File: config.mk
export PLATFORM = sky130hd
export DESIGN_NAME = sprite_ram_loader
export DESIGN_NICKNAME = d
export VERILOG_FILES = /design/src/rtl/sprite_pkg.sv /design/src/rtl/pixel_unpack.sv /design/src/rtl/sprite_ram_loader.sv
export SDC_FILE = /design/constraint.sdc
export NUM_CORES = 1
export LEC_CHECK = 0
export ABC_AREA = 0
export CORE_ASPECT_RATIO = 1.25
export CORE_UTILIZATION = 45
export CTS_BUF_LIST = sky130_fd_sc_hd__clkbuf_4
export DETAILED_ROUTE_END_ITERATION = 16
export PLACE_DENSITY = 0.81
export SLEW_MARGIN = 30
export SYNTH_ARGS = -nofsm -noshare
export SYNTH_HDL_FRONTEND = slang
export SYNTH_SLANG_ARGS = --single-unit
File: constraint.sdc
create_clock -name clk -period 1.9 [get_ports clk]
set_input_delay 0.285 -clock clk [delete_from_list [all_inputs] [get_ports clk]]
set_output_delay 0.285 -clock clk [all_outputs]
set_load 0.01 [all_outputs]
File: src/rtl/sprite_pkg.sv
// rtl/sprite_pkg.sv - shared sprite types: loader FSM states and 12-bit pixel packing
package sprite_pkg;

  typedef enum logic [2:0] {
    ST_IDLE,
    ST_GET0,
    ST_GET1,
    ST_GET2,
    ST_GETCK
  } state_e;

  localparam int BYTES_PER_PAIR = 3;
  localparam int PIX_W          = 12;
  // byte1 is split: high nibble closes p0, low nibble opens p1
  localparam int NIB_W          = 4;

  function automatic logic [PIX_W-1:0] pack_p0(input logic [7:0] b0, input logic [7:0] b1);
    return {b0, b1[7:NIB_W]};
  endfunction

  function automatic logic [PIX_W-1:0] pack_p1(input logic [NIB_W-1:0] nib, input logic [7:0] b2);
    return {nib, b2};
  endfunction

endpackage

File: src/rtl/pixel_unpack.sv
// rtl/pixel_unpack.sv - byte latches that turn a 3-byte group into two 12-bit pixels
module pixel_unpack
  import sprite_pkg::*;
(
  input  logic             clk,
  input  logic             reset,
  input  logic [7:0]       s_data,
  input  logic             lat_b0,
  input  logic             lat_b1,
  output logic [PIX_W-1:0] p0,
  output logic [PIX_W-1:0] p1
);

  logic [7:0]       b0_q, b0_d;
  logic [NIB_W-1:0] nib_q, nib_d;

  always_comb begin
    b0_d  = b0_q;
    nib_d = nib_q;
    if (lat_b0) b0_d = s_data;
    if (lat_b1) nib_d = s_data[NIB_W-1:0];
  end

  always_ff @(posedge clk) begin
    if (reset) begin
      b0_q  <= '0;
      nib_q <= '0;
    end else begin
      b0_q  <= b0_d;
      nib_q <= nib_d;
    end
  end

  // the byte currently on s_data completes whichever pixel its phase owns
  assign p0 = pack_p0(b0_q, s_data);
  assign p1 = pack_p1(nib_q, s_data);

endmodule

File: src/rtl/sprite_ram_loader.sv
// rtl/sprite_ram_loader.sv - host byte stream to sprite RAM write-port loader
// Optional trailer checksum byte when SPRITE_LOADER_CHECKSUM_EN is defined.
module sprite_ram_loader
  import sprite_pkg::*;
#(
  parameter int DATA_WIDTH = 12,
  parameter int ADDR_WIDTH = 12,
  parameter int PIX_COUNT  = 2**ADDR_WIDTH
) (
  input  logic                  clk,
  input  logic                  reset,
  input  logic                  start,
  input  logic [7:0]            s_data,
  input  logic                  s_valid,
  output logic                  s_ready,
  output logic                  we,
  output logic [ADDR_WIDTH-1:0] addr_w,
  output logic [DATA_WIDTH-1:0] din,
  output logic                  busy,
  output logic                  done,
  output logic                  err
);

  if (DATA_WIDTH != PIX_W) begin : g_bad_width
    $error("sprite_ram_loader: DATA_WIDTH must be 12");
  end
  if (PIX_COUNT < 2 || (PIX_COUNT % 2) != 0 || PIX_COUNT > 2**ADDR_WIDTH) begin : g_bad_count
    $error("sprite_ram_loader: PIX_COUNT must be even and within 2..2**ADDR_WIDTH");
  end
  if (int'(ST_GET2) - int'(ST_GET0) + 1 != BYTES_PER_PAIR) begin : g_bad_phases
    $error("sprite_ram_loader: byte phase states do not match BYTES_PER_PAIR");
  end

  localparam logic [ADDR_WIDTH-1:0] LAST_IDX = ADDR_WIDTH'(PIX_COUNT - 1);

  state_e                state_q, state_d;
  logic [ADDR_WIDTH-1:0] idx_q, idx_d;
  logic [ADDR_WIDTH-1:0] addr_q, addr_d;
  logic [DATA_WIDTH-1:0] din_q, din_d;
  logic                  we_q, we_d;
  logic                  done_q, done_d;
  logic                  accept;
  logic                  last_pair;
  logic [PIX_W-1:0]      p0, p1;

  assign accept    = s_valid && s_ready;
  assign last_pair = (idx_q == LAST_IDX);

  pixel_unpack u_unpack (
    .clk    (clk),
    .reset  (reset),
    .s_data (s_data),
    .lat_b0 (accept && state_q == ST_GET0),
    .lat_b1 (accept && state_q == ST_GET1),
    .p0     (p0),
    .p1     (p1)
  );

  always_ff @(posedge clk) begin
    if (reset) state_q <= ST_IDLE;
    else       state_q <= state_d;
  end

  always_comb begin
    state_d = state_q;
    case (state_q)
      ST_IDLE: if (start)  state_d = ST_GET0;
      ST_GET0: if (accept) state_d = ST_GET1;
      ST_GET1: if (accept) state_d = ST_GET2;
      ST_GET2: begin
        if (accept) begin
`ifdef SPRITE_LOADER_CHECKSUM_EN
          state_d = last_pair ? ST_GETCK : ST_GET0;
`else
          state_d = last_pair ? ST_IDLE : ST_GET0;
`endif
        end
      end
`ifdef SPRITE_LOADER_CHECKSUM_EN
      ST_GETCK: if (accept) state_d = ST_IDLE;
`endif
      default: state_d = ST_IDLE;
    endcase
  end

  always_comb begin
    busy    = (state_q != ST_IDLE);
    s_ready = 1'b0;
    case (state_q)
      ST_GET0, ST_GET1, ST_GET2: s_ready = 1'b1;
`ifdef SPRITE_LOADER_CHECKSUM_EN
      ST_GETCK:                  s_ready = 1'b1;
`endif
      default:                   s_ready = 1'b0;
    endcase
  end

  always_comb begin
    idx_d  = idx_q;
    addr_d = addr_q;
    din_d  = din_q;
    we_d   = 1'b0;
    done_d = 1'b0;
    if (state_q == ST_IDLE && start) idx_d = '0;
    if (accept) begin
      case (state_q)
        ST_GET1: begin
          we_d   = 1'b1;
          addr_d = idx_q;
          din_d  = p0;
          idx_d  = idx_q + ADDR_WIDTH'(1);
        end
        ST_GET2: begin
          we_d   = 1'b1;
          addr_d = idx_q;
          din_d  = p1;
          idx_d  = idx_q + ADDR_WIDTH'(1);
`ifndef SPRITE_LOADER_CHECKSUM_EN
          done_d = last_pair;
`endif
        end
`ifdef SPRITE_LOADER_CHECKSUM_EN
        ST_GETCK: done_d = 1'b1;
`endif
        default: ;
      endcase
    end
  end

  always_ff @(posedge clk) begin
    if (reset) begin
      idx_q  <= '0;
      addr_q <= '0;
      din_q  <= '0;
      we_q   <= 1'b0;
      done_q <= 1'b0;
    end else begin
      idx_q  <= idx_d;
      addr_q <= addr_d;
      din_q  <= din_d;
      we_q   <= we_d;
      done_q <= done_d;
    end
  end

  assign we     = we_q;
  assign addr_w = addr_q;
  assign din    = din_q;
  assign done   = done_q;

`ifdef SPRITE_LOADER_CHECKSUM_EN
  logic [7:0] sum_q, sum_d;
  logic [7:0] ck_sum;
  logic       err_q, err_d;

  assign ck_sum = sum_q + s_data;

  always_comb begin
    sum_d = sum_q;
    err_d = err_q;
    if (state_q == ST_IDLE && start) begin
      sum_d = '0;
      err_d = 1'b0;
    end else if (accept) begin
      if (state_q == ST_GETCK) begin
        if (ck_sum != 8'd0) err_d = 1'b1;
      end else begin
        sum_d = ck_sum;
      end
    end
  end

  always_ff @(posedge clk) begin
    if (reset) begin
      sum_q <= '0;
      err_q <= 1'b0;
    end else begin
      sum_q <= sum_d;
      err_q <= err_d;
    end
  end

  assign err = err_q;
`else
  assign err = 1'b0;
`endif

endmodule
# Word level (Yosys, flattened, before mapping)
# Cells that the tools add are included.
# op_classes
n_addsub	1
n_eq_ne	8
muxes	12
bitwise	2
reduce_logical	14
# op_table
operator	n
$mux 12	3
$pmux 12 s2	1
$add 12x1->12 const B	1
$eq 12x12->1 const B	1
$mux 3	4
$pmux 3 s4	1
$ne 2x2->1 const B	4
$eq 3x2->1 const B	2
$reduce_or 3->1	2
$logic_and 1x1->1	4
$reduce_and 2->1	2
$reduce_and 4->1	1
$reduce_or 2->1	2
$eq 3x1->1 const B	1
$logic_not 3->1	1
$mux 1	3
$reduce_bool 3->1	1
$not 1->1	2
$reduce_bool 2->1	1
# totals
reg_bits	53
inputBits	12
out_inout_bits	29
word_cells	45

# Depth between registers and ports, before layout
# Gate-level depths: netlist of the first run.
# depth
ltp_word	6
mapped_depth	8
ltp_nobuf	6

# Modules after synthesis
# A second synthesis of the first run with hierarchy kept.
# hier_totals
hier_cells	277
hier_area_um2	2464.9
# modules_own_cells
mod	n_inst	cells_per_inst	area_per_inst_um2	seq_area_each_um2
sprite_ram_loader	1	226	1948.1	800.8
pixel_unpack	1	51	516.7	240.2

# Worst setup path before layout of the first run
# OpenSTA, ideal clock, no wires.
# synth_path
kind	register to register
startpoint	register state_q[0]
endpoint	register idx_q[6]
setup_ns	0.070
arrival_ns	1.591
t_required_ns	1.830
setup_slack_ns	0.238
path_stages_with_launch	7
path_buffers	0
period_less_slack_ns	1.662
cell_sequence	dfxtp_1 inv_1 ha_1 and2b_4 o21ai_4 or4_1 a21oi_1
# synth_between
elab_chain_cells	5
elab_cells_between_ends	12
# synth_rtl
item	line_no	text
start, declared	sprite_ram_loader.sv:36	state_e state_q, state_d;
start signal, assigned	sprite_ram_loader.sv:61	else state_q <= state_d;
$eq 3x1->1, or another cell as far along	sprite_ram_loader.sv:89	case (state_q)
$reduce_or 3->1 or $logic_and 1x1->1 (tied branches)	sprite_ram_loader.sv:89, sprite_ram_loader.sv:104	
$mux 1 or $mux 12 (tied branches)	sprite_ram_loader.sv:89, sprite_ram_loader.sv:104	
$logic_and 1x1->1 or $mux 12 (tied branches)	-	
$mux 12 *	sprite_ram_loader.sv:105	if (accept) begin
end signal, assigned	sprite_ram_loader.sv:138	idx_q <= idx_d;
end, declared	sprite_ram_loader.sv:37	logic [ADDR_WIDTH-1:0] idx_q, idx_d;
# Mark *: on every way between the ends. The rest lies on a longest branch, timed or not.
# A chain may end at the register's enable or synchronous reset.

# Worst setup path after layout of the first run
# layout_path
startpoint	register state_q[0]
endpoint	register state_q[0]
# layout_between
elab_chain_cells	6
elab_cells_between_ends	13
# layout_rtl
item	line_no	text
$eq 3x1->1 or $eq 3x2->1 (tied branches)	sprite_ram_loader.sv:66, sprite_ram_loader.sv:89	
$reduce_or 3->1	sprite_ram_loader.sv:89	
$mux 1	sprite_ram_loader.sv:89	
$logic_and 1x1->1	sprite_ram_loader.sv:46	assign accept = s_valid && s_ready;
$ne 2x2->1 (no source line)	-	
$reduce_and 4->1 (no source line)	-	
# Several ways; a longest one is shown, not always the timed one.

==> metrics.txt, run 1 <==
# TYPE chip_impl_metric gauge
chip_impl_metric{name="worst_hold_slack",unit="ps"} 465
chip_impl_metric{name="die_h",unit="um"} 82.4
chip_impl_metric{name="rrSetupSlack",unit="ps"} 60
chip_impl_info{name="timing.critical_path.to_type",value="register"} 1
chip_impl_metric{name="finalSetupViolCount",unit=""} 0
chip_impl_metric{name="clk_latency",unit="ps"} 370
chip_impl_metric{name="ys_seq_elements",unit=""} 52
chip_impl_metric{name="nets",unit=""} 335
chip_impl_metric{name="area_of_the_mapped_netlist",unit="um^2"} 2330
chip_impl_metric{name="std_cell_rows",unit=""} 28
chip_impl_metric{name="mappedNetlistNets",unit=""} 294
chip_impl_info{name="grt_setup_unrepaired",value="yes"} 1
chip_impl_metric{name="ctsHtreeMaxLevel",unit=""} 2
chip_impl_metric{name="route.detailed.vias_per_inst",unit=""} 5.56
chip_impl_metric{name="num_io_pins",unit=""} 41
chip_impl_metric{name="drt_drc_violations_left",unit=""} 0
chip_impl_metric{name="finalWeightedCongestion",unit=""} 0.845
chip_impl_metric{name="postCtsResizedCells",unit=""} 4
chip_impl_metric{name="layout-drive-gt1-share",unit=""} 0.107
chip_impl_metric{name="grt_start_max_net_pins",unit=""} 30
chip_impl_metric{name="antenna_violating_nets_post_route",unit=""} 0
chip_impl_metric{name="wl_per_cell",unit="um"} 13.4
chip_impl_metric{name="asyncSetResetFlopFracSynth",unit=""} 0
chip_impl_metric{name="min_delay_path_depth",unit=""} 2
chip_impl_info{name="cts.root.buffer_cell",value="sky130_fd_sc_hd__clkbuf_4"} 1
chip_impl_info{name="timing.rr.end",value="state_q[0]"} 1
chip_impl_info{name="tritoncts",value="built"} 1
chip_impl_metric{name="synth-edff-count",unit=""} 0
chip_impl_metric{name="antenna_found_initial",unit=""} 0
chip_impl_metric{name="flow.area_growth_from_synthesis",unit="%"} 24.2
chip_impl_metric{name="antennaDiodeCount",unit=""} 0
chip_impl_info{name="synth.top_cells.by_area",value="sky130_fd_sc_hd__dfxtp_1 45%, sky130_fd_sc_hd__nand2_1 7.6%, sky130_fd_sc_hd__a21oi_1 6.9%"} 1
chip_impl_metric{name="netlist.area_leader.share",unit=""} 0.447
chip_impl_metric{name="cts_buffer_depth",unit=""} 2
chip_impl_metric{name="cts_hold_repair.buffers",unit=""} 0
chip_impl_metric{name="yosys_warnings",unit=""} 0
chip_impl_metric{name="numPortBuffers",unit=""} 39
chip_impl_metric{name="setup-tns-final",unit="ps"} 0
chip_impl_metric{name="skew",unit="ps"} 11.9
chip_impl_metric{name="static-leakage-power",unit="nW"} 0.933
chip_impl_info{name="dominantRegCellSynth",value="sky130_fd_sc_hd__dfxtp_1"} 1
chip_impl_metric{name="grt_remaining_overflow",unit=""} 0
chip_impl_info{name="status",value="completed"} 1
chip_impl_info{name="setup.worst_path.class",value="register to register"} 1
chip_impl_metric{name="pins_over_slew_limit",unit=""} 0
chip_impl_metric{name="tritoncts.num_buffers",unit=""} 5
chip_impl_metric{name="detailed_place.area",unit="um^2"} 2830
chip_impl_metric{name="design.core.area",unit="um^2"} 4870
chip_impl_metric{name="grt_pass1_vias",unit=""} 1942
chip_impl_metric{name="gr-usage-all-layers",unit=""} 0.209
chip_impl_metric{name="power_density",unit="nW/um^2"} 896
chip_impl_info{name="holdPathEnd",value="addr_w[10]"} 1
chip_impl_metric{name="syn_area_per_cell",unit="um^2"} 8.43
chip_impl_metric{name="ir_worst_vdd",unit="mV"} 0.672
chip_impl_metric{name="wirelength",unit="um"} 5070
chip_impl_metric{name="min_period_over_period",unit=""} 0.967
chip_impl_info{name="top_cell_type_by_total_area_after_synthesis",value="sky130_fd_sc_hd__dfxtp_1"} 1
chip_impl_metric{name="path_clk_slew",unit="ps"} 140
chip_impl_metric{name="achievable-frequency",unit="MHz"} 544
chip_impl_metric{name="worst_path_arrival",unit="ps"} 2090
chip_impl_metric{name="worst-r2r-cell-count",unit=""} 5
chip_impl_metric{name="dpl.hpwl",unit="um"} 3730
chip_impl_metric{name="final_cell_count_no_fill",unit=""} 378
chip_impl_metric{name="yosysSeqAreaShare",unit=""} 0.447
chip_impl_metric{name="floorplan.initialDensity",unit=""} 0.478
chip_impl_metric{name="floorplan.die.width",unit="um"} 66.3
chip_impl_info{name="start_kind",value="register"} 1
chip_impl_metric{name="initialDrtViolationCount",unit=""} 110
chip_impl_info{name="hold_class",value="register to register"} 1
chip_impl_info{name="hold_start",value="addr_w[10]"} 1
chip_impl_metric{name="post_synth_num_cell_types",unit=""} 40
chip_impl_metric{name="placed_cells_incl_taps",unit=""} 370
chip_impl_metric{name="die-area",unit="um^2"} 5460
chip_impl_metric{name="via_count",unit=""} 2102
chip_impl_metric{name="timing.max_cap.violations",unit=""} 0
chip_impl_info{name="critical_path.reg2reg.startpoint",value="state_q[0]"} 1
chip_impl_metric{name="drt_first_pass_iters",unit=""} 5
chip_impl_metric{name="postLayoutCellArea",unit="um^2"} 2890
chip_impl_metric{name="timing_hold_violations_final",unit=""} 0
chip_impl_metric{name="setup_fix_bufs_post_cts",unit=""} 0
chip_impl_metric{name="clock_sinks",unit=""} 52
chip_impl_metric{name="layout.core_utilization",unit=""} 0.594
chip_impl_metric{name="final.min_clock_period",unit="ps"} 1840
chip_impl_metric{name="grt_pass1_wl",unit="um"} 8730
chip_impl_metric{name="netlist_instances",unit=""} 276
chip_impl_metric{name="crit_required",unit="ps"} 2150
chip_impl_metric{name="worstPathMaxFanout",unit=""} 8
[Yosys cell counts (2+ instances only)]
cell and count:
sky130_fd_sc_hd__a2111oi_0 2, sky130_fd_sc_hd__a211oi_1 16, sky130_fd_sc_hd__a21oi_1 32, sky130_fd_sc_hd__a31oi_1 4
sky130_fd_sc_hd__and3_1 3, sky130_fd_sc_hd__buf_2 5, sky130_fd_sc_hd__buf_4 4, sky130_fd_sc_hd__clkbuf_1 12
sky130_fd_sc_hd__dfxtp_1 52, sky130_fd_sc_hd__ha_1 6, sky130_fd_sc_hd__inv_1 5, sky130_fd_sc_hd__mux2i_1 13
sky130_fd_sc_hd__nand2_1 47, sky130_fd_sc_hd__nand3_1 21, sky130_fd_sc_hd__nand3b_1 2, sky130_fd_sc_hd__nand4_1 2
sky130_fd_sc_hd__nor2_1 17, sky130_fd_sc_hd__nor2_4 2, sky130_fd_sc_hd__nor3_1 4, sky130_fd_sc_hd__o21ai_0 4
sky130_fd_sc_hd__or3_1 4
[flip-flops by register name (all words and copies together) (netlist names)]
name	flops
addr_w	12
we	1
u_unpack.nib_q	4
done	1
idx_q	12
din	12
state_q	2
u_unpack.b0_q	8
[metrics by stage]
stage / power, mW / worst slack, ps
after floorplan: 1.79 / 238
after global placement: 2.10 / 109
after detailed placement: 2.11 / 60.4
after CTS: 2.58 / 76.1
after global routing: 2.76 / -1.16
final: 2.59 / 62.6
[cell type report]
cell class              instances  area, um^2
clock buffers                   5        37.5
clock inverters                 3        13.8
fillers                       450        1980
inverters                       5        18.8
multi-input cells             198        1180
flip-flops and latches         52        1040
well taps                      60        75.1
repair buffers                 55         520
[routing by layer]
layer / global-route usage / share of wire / vias up
li1: - / - / 1064
met1: 0.248 / 0.44 / 973
met2: 0.359 / 0.51 / 57
met3: 0.0481 / 0.038 / 8
met4: 0.0915 / 0.015 / 0
met5: 0 / 0 / -
[kinds of logic after synthesis]
logic type               count (synthesis)  share of synthesized area
flip-flops                              52                      0.447
multiplexers                            13                     0.0559
other                                    1                    0.00161
buffers and inverters                   26                     0.0511
AO/OA/AOI/OAI                           68                      0.189
adder cells (fa/ha/maj)                  6                     0.0323
AND/OR/NAND/NOR                        110                      0.223
[report_power, final]
| group | switching, mW | internal [mW] | leakage [nW] |
|---|---|---|---|
| sequential | 0.0431 | 1.16 | 0.420 |
| combinational | 0.527 | 0.383 | 0.481 |
| clock | 0.338 | 0.137 | 0.0324 |
| total | 0.907 | 1.68 | 0.933 |
[worst max-delay path by stage]
| stage | to | from | depth (start not counted) |
|---|---|---|---|
| 3_3_place_gp | idx_q[7] | s_valid | 6 |
| 3_5_place_dp | state_q[0] | s_valid | 5 |
| 5_1_grt | state_q[0] | state_q[0] | 5 |
| 6_report | state_q[0] | state_q[0] | 5 |
| 4_1_cts | state_q[0] | state_q[0] | 5 |
| 2_1_floorplan | idx_q[6] | state_q[0] | 6 |
[placed cells by master, fill, tap and decap left out, types with 5 or more instances in the layout]
cell / n
sky130_fd_sc_hd__dfxtp_1: 50
sky130_fd_sc_hd__nand2_1: 47
sky130_fd_sc_hd__clkdlybuf4s50_1: 37
sky130_fd_sc_hd__a21oi_1: 32
sky130_fd_sc_hd__nand3_1: 21
sky130_fd_sc_hd__nor2_1: 17
sky130_fd_sc_hd__a211oi_1: 16
sky130_fd_sc_hd__buf_4: 15
sky130_fd_sc_hd__mux2i_1: 13
sky130_fd_sc_hd__inv_1: 5
sky130_fd_sc_hd__clkbuf_4: 5
[worst max-delay path: stages (launching register included)]
cell and delay [ps]:
sky130_fd_sc_hd__dfxtp_2 360, sky130_fd_sc_hd__ha_1 340, sky130_fd_sc_hd__buf_4 230, sky130_fd_sc_hd__o21ai_0 150, sky130_fd_sc_hd__o221ai_1 190, sky130_fd_sc_hd__a2111oi_1 450
Power figures use the tool's default switching activity.
==> run 2, diff against run 1 <==
--- a/config.mk
+++ b/config.mk
@@ -10,6 +10,7 @@
 export CORE_UTILIZATION = 45
 export CTS_BUF_LIST = sky130_fd_sc_hd__clkbuf_4
 export DETAILED_ROUTE_END_ITERATION = 16
+export HOLD_SLACK_MARGIN = 0.08
 export PLACE_DENSITY = 0.81
 export SLEW_MARGIN = 30
 export SYNTH_ARGS = -nofsm -noshare
==> results of run 2 <==
The final DEF is identical to that of run 1; final timing and power are the same.
